==> src/rtl/uart_tx_vo.sv <==
// uart_tx_vo: byte-wide UART transmitter with a one-byte holding register.
// Frame: start bit 0, 8 data bits LSB first, optional even parity, stop bit 1.
// Each bit lasts o clock cycles (1 cycle when o is 0). o is read only during
// the first cycle of each start bit.
// Define UART_TX_PARITY_EN to insert the even-parity bit before the stop bit.
module uart_tx_vo #(
   parameter int W = 4
) (
   input  logic         clk,
   input  logic         rst,
   input  logic [7:0]   in,
   input  logic         wr,
   input  logic [W-1:0] o,
   output logic         out,
   output logic         busy,
   output logic         full
);

`ifdef UART_TX_PARITY_EN
   typedef enum logic [2:0] {IDLE, START, DATA, PARITY, STOP} state_t;
`else
   typedef enum logic [2:0] {IDLE, START, DATA, STOP} state_t;
`endif

   localparam logic [W-1:0] ONE = {{(W-1){1'b0}}, 1'b1};

   state_t         state_q, state_d;
   logic [W-1:0]   cnt_q, cnt_d;
   logic [2:0]     idx_q, idx_d;
   logic [W-1:0]   period_q, period_d;
   logic [7:0]     shift_q, shift_d;
   logic [7:0]     hold_q, hold_d;
   logic           full_q, full_d;
   logic           out_q, out_d;
   logic           busy_q, busy_d;
`ifdef UART_TX_PARITY_EN
   logic           parity_q, parity_d;
`endif

   logic [W-1:0]   o_eff;
   logic [W-1:0]   period_eff;
   logic           bit_done;
   logic           transfer;

   // A zero bit period is treated as one cycle; during the first start-bit
   // cycle the live o is used so a new period takes effect immediately.
   assign o_eff      = (o == '0) ? ONE : o;
   assign period_eff = (state_q == START && cnt_q == '0) ? o_eff : period_q;
   assign bit_done   = (cnt_q == period_eff - ONE);

   // Next-state logic: bit timing, frame sequencing and holding-register handshake.
   always_comb begin
      state_d  = state_q;
      cnt_d    = cnt_q;
      idx_d    = idx_q;
      period_d = period_q;
      shift_d  = shift_q;
      hold_d   = hold_q;
      full_d   = full_q;
      out_d    = out_q;
      busy_d   = busy_q;
`ifdef UART_TX_PARITY_EN
      parity_d = parity_q;
`endif
      transfer = 1'b0;

      case (state_q)
         IDLE: begin
            if (full_q) transfer = 1'b1;
         end
         START: begin
            if (cnt_q == '0) period_d = o_eff;
            if (bit_done) begin
               state_d = DATA;
               cnt_d   = '0;
               idx_d   = 3'd0;
               out_d   = shift_q[0];
            end else begin
               cnt_d = cnt_q + ONE;
            end
         end
         DATA: begin
            if (bit_done) begin
               cnt_d = '0;
               if (idx_q == 3'd7) begin
`ifdef UART_TX_PARITY_EN
                  state_d = PARITY;
                  out_d   = parity_q;
`else
                  state_d = STOP;
                  out_d   = 1'b1;
`endif
               end else begin
                  idx_d   = idx_q + 3'd1;
                  shift_d = {1'b0, shift_q[7:1]};
                  out_d   = shift_q[1];
               end
            end else begin
               cnt_d = cnt_q + ONE;
            end
         end
`ifdef UART_TX_PARITY_EN
         PARITY: begin
            if (bit_done) begin
               state_d = STOP;
               cnt_d   = '0;
               out_d   = 1'b1;
            end else begin
               cnt_d = cnt_q + ONE;
            end
         end
`endif
         STOP: begin
            if (bit_done) begin
               if (full_q) begin
                  transfer = 1'b1;
               end else begin
                  state_d = IDLE;
                  cnt_d   = '0;
                  out_d   = 1'b1;
                  busy_d  = 1'b0;
               end
            end else begin
               cnt_d = cnt_q + ONE;
            end
         end
         default: begin
            state_d = IDLE;
            cnt_d   = '0;
            out_d   = 1'b1;
            busy_d  = 1'b0;
         end
      endcase

      // A transfer empties the holding register, so a write can only land when none happens.
      if (transfer) begin
         state_d  = START;
         cnt_d    = '0;
         idx_d    = 3'd0;
         shift_d  = hold_q;
         full_d   = 1'b0;
         out_d    = 1'b0;
         busy_d   = 1'b1;
`ifdef UART_TX_PARITY_EN
         parity_d = ^hold_q;
`endif
      end else if (wr && !full_q) begin
         hold_d = in;
         full_d = 1'b1;
      end
   end

   // State register; reset aborts any frame and drops the held byte.
   always_ff @(posedge clk) begin
      if (rst) begin
         state_q  <= IDLE;
         cnt_q    <= '0;
         idx_q    <= 3'd0;
         period_q <= '0;
         shift_q  <= 8'h00;
         hold_q   <= 8'h00;
         full_q   <= 1'b0;
         out_q    <= 1'b1;
         busy_q   <= 1'b0;
`ifdef UART_TX_PARITY_EN
         parity_q <= 1'b0;
`endif
      end else begin
         state_q  <= state_d;
         cnt_q    <= cnt_d;
         idx_q    <= idx_d;
         period_q <= period_d;
         shift_q  <= shift_d;
         hold_q   <= hold_d;
         full_q   <= full_d;
         out_q    <= out_d;
         busy_q   <= busy_d;
`ifdef UART_TX_PARITY_EN
         parity_q <= parity_d;
`endif
      end
   end

   assign out  = out_q;
   assign busy = busy_q;
   assign full = full_q;

endmodule

==> config.mk <==
export PLATFORM = sky130hd
export DESIGN_NAME = uart_tx_vo
export DESIGN_NICKNAME = d
export VERILOG_FILES = /design/src/rtl/uart_tx_vo.sv
export SDC_FILE = /design/constraint.sdc
export NUM_CORES = 1
export LEC_CHECK = 0
export CAP_MARGIN = 15
export CORE_MARGIN = 3
export CORE_UTILIZATION = 45
export CTS_CLUSTER_SIZE = 16
export DETAILED_ROUTE_END_ITERATION = 6
export PLACE_DENSITY = 0.68
export SLEW_MARGIN = 10
export SYNTH_ARGS = -nofsm -noshare
export SYNTH_HDL_FRONTEND = slang
export SYNTH_SLANG_ARGS = --single-unit
==> constraint.sdc <==
create_clock -name clk -period 2.5 [get_ports clk]
set_input_delay 0.5 -clock clk [delete_from_list [all_inputs] [get_ports clk]]
set_output_delay 0.5 -clock clk [all_outputs]
set_load 0.02 [all_outputs]
### Word level (Yosys, flattened, before mapping)

Cells that the tools add are included.

| cells by class | value |
|---|---|
| multipliers | 0 |
| shift operators | 0 |
| $lt $le $gt $ge | 0 |
| bitwise operators | 2 |
| divide/modulo/power cells | 0 |
| equality and inequality tests | 20 |
| muxes and demuxes | 35 |
| reductions and logical operators | 21 |
| add/sub/neg operators | 3 |

Operators by type and width:

| kind | count |
|---|---|
| two-way mux 8 bit | 4 |
| two-way mux 3 bit | 8 |
| two-way mux 4 bit | 5 |
| != test 3 bit, second input constant | 6 |
| != test 2 bit, second input constant | 8 |
| two-way mux 1 bit | 12 |
| one-hot mux 3 bit (4 select lines) | 1 |
| one-hot mux 4 bit (3 select lines) | 1 |
| AND reduction 6 bit | 2 |
| zero test 4 bit | 2 |
| == test 3 x 2 -> 1 bit, second input constant | 2 |
| one-hot mux 3 bit (2 select lines) | 1 |
| AND reduction 2 bit | 3 |
| AND reduction 3 bit | 2 |
| nonzero test 2 bit | 3 |
| AND reduction 5 bit | 1 |
| adder 4 x 1 -> 4 bit, second input constant | 1 |
| == test 4 bit | 1 |
| one-hot mux 1 bit (2 select lines) | 2 |
| one-hot mux 1 bit (4 select lines) | 1 |
| AND reduction 4 bit | 1 |
| OR reduction 2 bit | 2 |
| subtractor 4 x 1 -> 4 bit, second input constant | 1 |
| adder 3 x 1 -> 3 bit, second input constant | 1 |
| 8 further kinds | 10 |

| storage, ports and cells | value |
|---|---|
| RAM bits | 0 |
| bits in read-only memories | 0 |
| memories | 0 |
| bits in latches | 0 |
| output and inout port bits | 3 |
| bits in registers | 33 |

### Logic depth before layout (Yosys ltp)

| logic depth | value |
|---|---|
| depth after elaboration | 9 |
| gate-level depth with buffers | 12 |
| gate-level depth less buffers | 9 |

### Least setup slack after synthesis

OpenSTA, ideal clock, no wires.

| path | value |
|---|---|
| path type | register to register |
| start point | register state_q[1] |
| end point | register out_q, in the netlist out |
| library setup time | 0.114 ns |
| arrival | 2.396 ns |
| cell stages (with the launch flop) | 11 |
| data required time | 2.386 ns |
| setup slack | -0.010 ns |
| cells stage by stage | dfxtp_1 > inv_1 > ha_1 > and4bb_1 > buf_6 > mux2i_1 > xnor2_1 > mux2i_2 > a31oi_1 > mux2_1 > a21o_1 |

| between the ends | value |
|---|---|
| longest elaborated chain between the ends | 9 |
| elaborated cells on any way between the ends | 18 |
| classes of those cells | 1 x add/sub; 9 x eq/ne; 5 x mux; 3 x reduce/logical |

Ends and longest elaborated chain:

| what | RTL line | RTL |
|---|---|---|
| start: declaration | 27 | `state_t state_q, state_d;` |
| start signal: assignment | 169 | `state_q <= state_d;` |
| == test 3 x 1 -> 1 bit | 48, 67 |  |
| logical AND 1 bit | 48 | `assign period_eff = (state_q == START && cnt_q == '0) ? o_eff : period_q;` |
| two-way mux 4 bit | 48 |  |
| subtractor 4 x 1 -> 4 bit | 49 | `assign bit_done = (cnt_q == period_eff - ONE);` |
| == test 4 bit | 49 |  |
| two-way mux 1 bit | 114 | `if (bit_done) begin` |
| one-hot mux 1 bit (2 select lines) | 67 | `case (state_q)` |
| != test 3 bit (no line) / != test 2 bit (equally long branches) | n/a |  |
| AND reduction 5 bit (no line) | n/a |  |
| end signal: assignment | 176 | `out_q <= out_d;` |
| end: declaration | 34 | `logic out_q, out_d;` |

Several ways; a longest one is shown, not always the timed one.
A chain may end at the register's enable or synchronous reset.

### Final worst setup path

| path | value |
|---|---|
| start point | register cnt_q[1] |
| end point | register cnt_q[2] |

| between the ends | value |
|---|---|
| longest elaborated chain between the ends | 8 |
| elaborated cells on any way between the ends | 14 |
| classes of those cells | 2 x add/sub; 2 x eq/ne; 6 x mux; 4 x reduce/logical |

Ends and longest elaborated chain:

| what | RTL line | RTL |
|---|---|---|
| start: declaration | 28 | `logic [W-1:0] cnt_q, cnt_d;` |
| start signal: assignment | 170 | `cnt_q <= cnt_d;` |
| zero test 4 bit | 48 |  |
| logical AND 1 bit | 48 |  |
| two-way mux 4 bit | 48 |  |
| subtractor 4 x 1 -> 4 bit | 49 |  |
| == test 4 bit | 49 |  |
| two-way mux 1 bit | 114 |  |
| one-hot mux 1 bit (2 select lines) | 67 |  |
| OR reduction 2 bit (no line) | n/a |  |

Several ways; a longest one is shown, not always the timed one.

==> results_dict.tcl <==
set metrics [dict create \
    outcome "finished clean" \
    fmax_mhz 401 \
    grt_usage_pct 19.3 \
    yosys_warnings 0 \
    place_congestion 0.914 \
    detailed_place.area_um2 2070 \
    synth_area_um2 1660 \
    ys_ff_latch 32 \
    rsz0062_at_grt "true" \
    synth_area_per_cell_um2 8.90 \
    reg2reg_to "cnt_q[2]" \
    tns_ns 0 \
    post_drt_wl_per_cell_um 14.0 \
    required_ns 2.66 \
    setup_ws_ns 0.00832 \
    rows 21 \
    startpoint "cnt_q[1]" \
    crit_path_end_kind "flop" \
    worstMarginPinSlew_ns 0.552 \
    skew_ns 0.00672 \
    die_w_um 66.7 \
    power_mw 1.61 \
    clkSlewWorstSetupHoldPaths_ns 0.07 \
    cp_max_fo 5 \
    design_area_um2 2400 \
    grt_max_degree 17 \
    cts_tree "built" \
    grt_pass1_wl_mm 6.66 \
    drc 0 \
    die-area_um2 4440 \
    wirelength_mm 3.99 \
    cts_max_path_buffers 2 \
    nets 263 \
    setup_viol 0 \
    synth_cells 186 \
    areaGrowthSynthToFinish_pct 45.2 \
    holdWs_ns 0.479 \
    worstRegToRegCells 11 \
    initial_core_util_pct 48.1 \
    synth_nets 210 \
    peakVddDrop_mv 0.465 \
    cp-start-kind "flop" \
    coreArea_um2 3440 \
    vias 1516 \
    drt_iter0_drc 80 \
    overflow 0 \
    drv_slew 0 \
    arrival_ns 2.65 \
    hold_viol_final 0 \
    power_density_nw_per_um2 668 \
    dr.pass1.iters 4 \
    maxCapViolations 0 \
    vias_per_cell 5.30 \
    htree_levels 2 \
    p_leak_nw 1.04 \
    antenna_left 0 \
    finalCritPeriodShare_pct 99.7 \
    postCtsHoldBufs 0 \
    drive_gt1_share_pct 27.5 \
    insertion_delay_ns 0.28 \
    rr_startpoint "cnt_q[1]" \
    ys_types 45 \
    ys_seq_area_share_pct 38.7 \
    rrSetupSlack_ns 0.008 \
    ios 18 \
    relSlewSlack_pct 62.9 \
    hp-class "reg -> reg" \
    crit_type "reg -> reg" \
    crit_end "cnt_q[2]" \
    cts_buffers 5 \
    cts.sinks 32 \
    n_antenna_cell 0 \
    cts-root-buf "clkbuf_8" \
    port_buffers 17 \
    place_ws_ns -0.403 \
    grt_pass1_vias 1545 \
    die_h_um 66.7 \
    post-dp-hpwl_mm 2.70 \
    antenna_found_initial 0 \
    period_needed_ns 2.49 \
]
cell families after synthesis:
family          share of synthesized area (%)
simple gates                             17.8
compound gates                           16.3
flops                                    38.7
mux                                      14.8
buf+inv                                  4.53
fa+ha+maj                                6.80
xor+xnor                                 1.06
stage by stage:
stage	utilization [%]	std cells
2_1_floorplan	-	186
3_3_place_gp	60.3	270
3_5_place_dp	60.3	270
4_1_cts	66.2	284
5_1_grt	69.8	286
6_report	69.8	286
power by group:
group / switching, mW / internal [mW]
clock: 0.188 / 0.352
sequential: 0.0331 / 0.555
combinational: 0.227 / 0.250
total: 0.449 / 1.16
metal layers:
metal / wire [um] / vias up / track usage (%) / part of all wire (%)
li1: - / 771 / - / -
met1: 1730 / 707 / 23.9 / 43
met2: 2070 / 31 / 33.5 / 52
met3: 144 / 7 / 3.54 / 3.6
met4: 46 / 0 / 6.35 / 1.2
met5: 0 / - / 0 / 0
how the worst min path moves through the flow:
| stage | start | endpoint | slack (ns) | depth (start not counted) |
|---|---|---|---|---|
| after floorplan | shift_q[7] | shift_q[7] | 0.45 | 2 |
| after global placement | shift_q[7] | shift_q[7] | 0.46 | 2 |
| after detailed placement | shift_q[7] | shift_q[7] | 0.48 | 2 |
| after CTS | shift_q[7] | shift_q[7] | 0.49 | 2 |
| after global routing | shift_q[7] | shift_q[7] | 0.50 | 2 |
| final | shift_q[7] | shift_q[7] | 0.48 | 2 |
cell usage in the layout (no fill, tap or decap), types with 2 or more instances in the layout:
cell type	count
mux2i_1	20
ha_1	7
a21oi_1	16
or3_1	3
inv_1	6
inv_2	3
dfxtp_2	3
dlygate4sd2_1	3
nor3_1	2
and2_1	3
o21ai_0	6
nor2b_1	2
mux2i_2	2
ha_4	2
nand3b_1	2
clkbuf_8	7
buf_6	7
clkdlybuf4s50_1	13
a211oi_2	2
nor2_1	24
dfxtp_1	29
nand2_1	5
nand3_1	4
buf_4	29
o21ai_1	8
nand2b_1	2
cells in the mapped netlist, drive strengths merged:
cell type  number  area (um^2)
and4bb          1         12.5
a211oi          2         20.0
clkbuf          3         11.3
nand2           6         25.0
o211ai          1         7.51
nand2b          2         12.5
o21ai          14         70.1
and2            3         18.8
nor3            3         15.0
a41oi           2         17.5
a211o           1         8.76
or2             1         6.26
mux2i          23          234
nand3b          2         15.0
nor4b           1         8.76
xor2            1         8.76
a31oi           1         6.26
xnor2           1         8.76
a22oi           1         7.51
nand4           1         6.26
dfxtp          32          641
a21oi          16         80.1
inv             9         33.8
nand3           4         20.0
nor2b           2         12.5
mux2            1         11.3
nor2           25         93.8
a21o            1         7.51
ha              9          113
a32oi           1         8.76
and3            1         6.26
o2111ai         1         8.76
a41o            1         10.0
buf             5         30.0
a311o           1         10.0
or4b            1         10.0
nor4            2         12.5
or3             3         18.8
a21boi          1         7.51
layout make-up:
| class | count | area, um^2 |
|---|---|---|
| tap | 46 | 57.6 |
| multi-input combinational | 137 | 1060 |
| sequential | 32 | 644 |
| clock inverter | 1 | 30.0 |
| inverter | 9 | 33.8 |
| fill | 249 | 1040 |
| timing repair buffer | 54 | 485 |
| clock buffer | 7 | 96.3 |
worst max-delay path, stage by stage (launching register included):
cell	delay [ns]
dfxtp_2	0.34
inv_2	0.05
ha_4	0.16
buf_4	0.13
nand3b_1	0.17
mux2i_2	0.29
a211oi_2	0.10
a211o_1	0.36
a41o_1	0.30
buf_6	0.14
o211ai_1	0.27
a21oi_1	0.06
timing repair:
item / in CTS / in global routing
pin swaps: 7 / 16
buffers inserted: 5 / 2
resized for setup: 12 / 26
endpoints found under the setup margin: 18 / 19
gates cloned: 1 / 0
registers in the layout, indices dropped and copies added (netlist names):
| name | count |
|---|---|
| busy | 1 |
| cnt_q | 4 |
| full | 1 |
| hold_q | 8 |
| idx_q | 3 |
| out | 1 |
| period_q | 4 |
| shift_q | 8 |
| state_q | 2 |
Note: power is estimated with default switching activity, not from simulation.
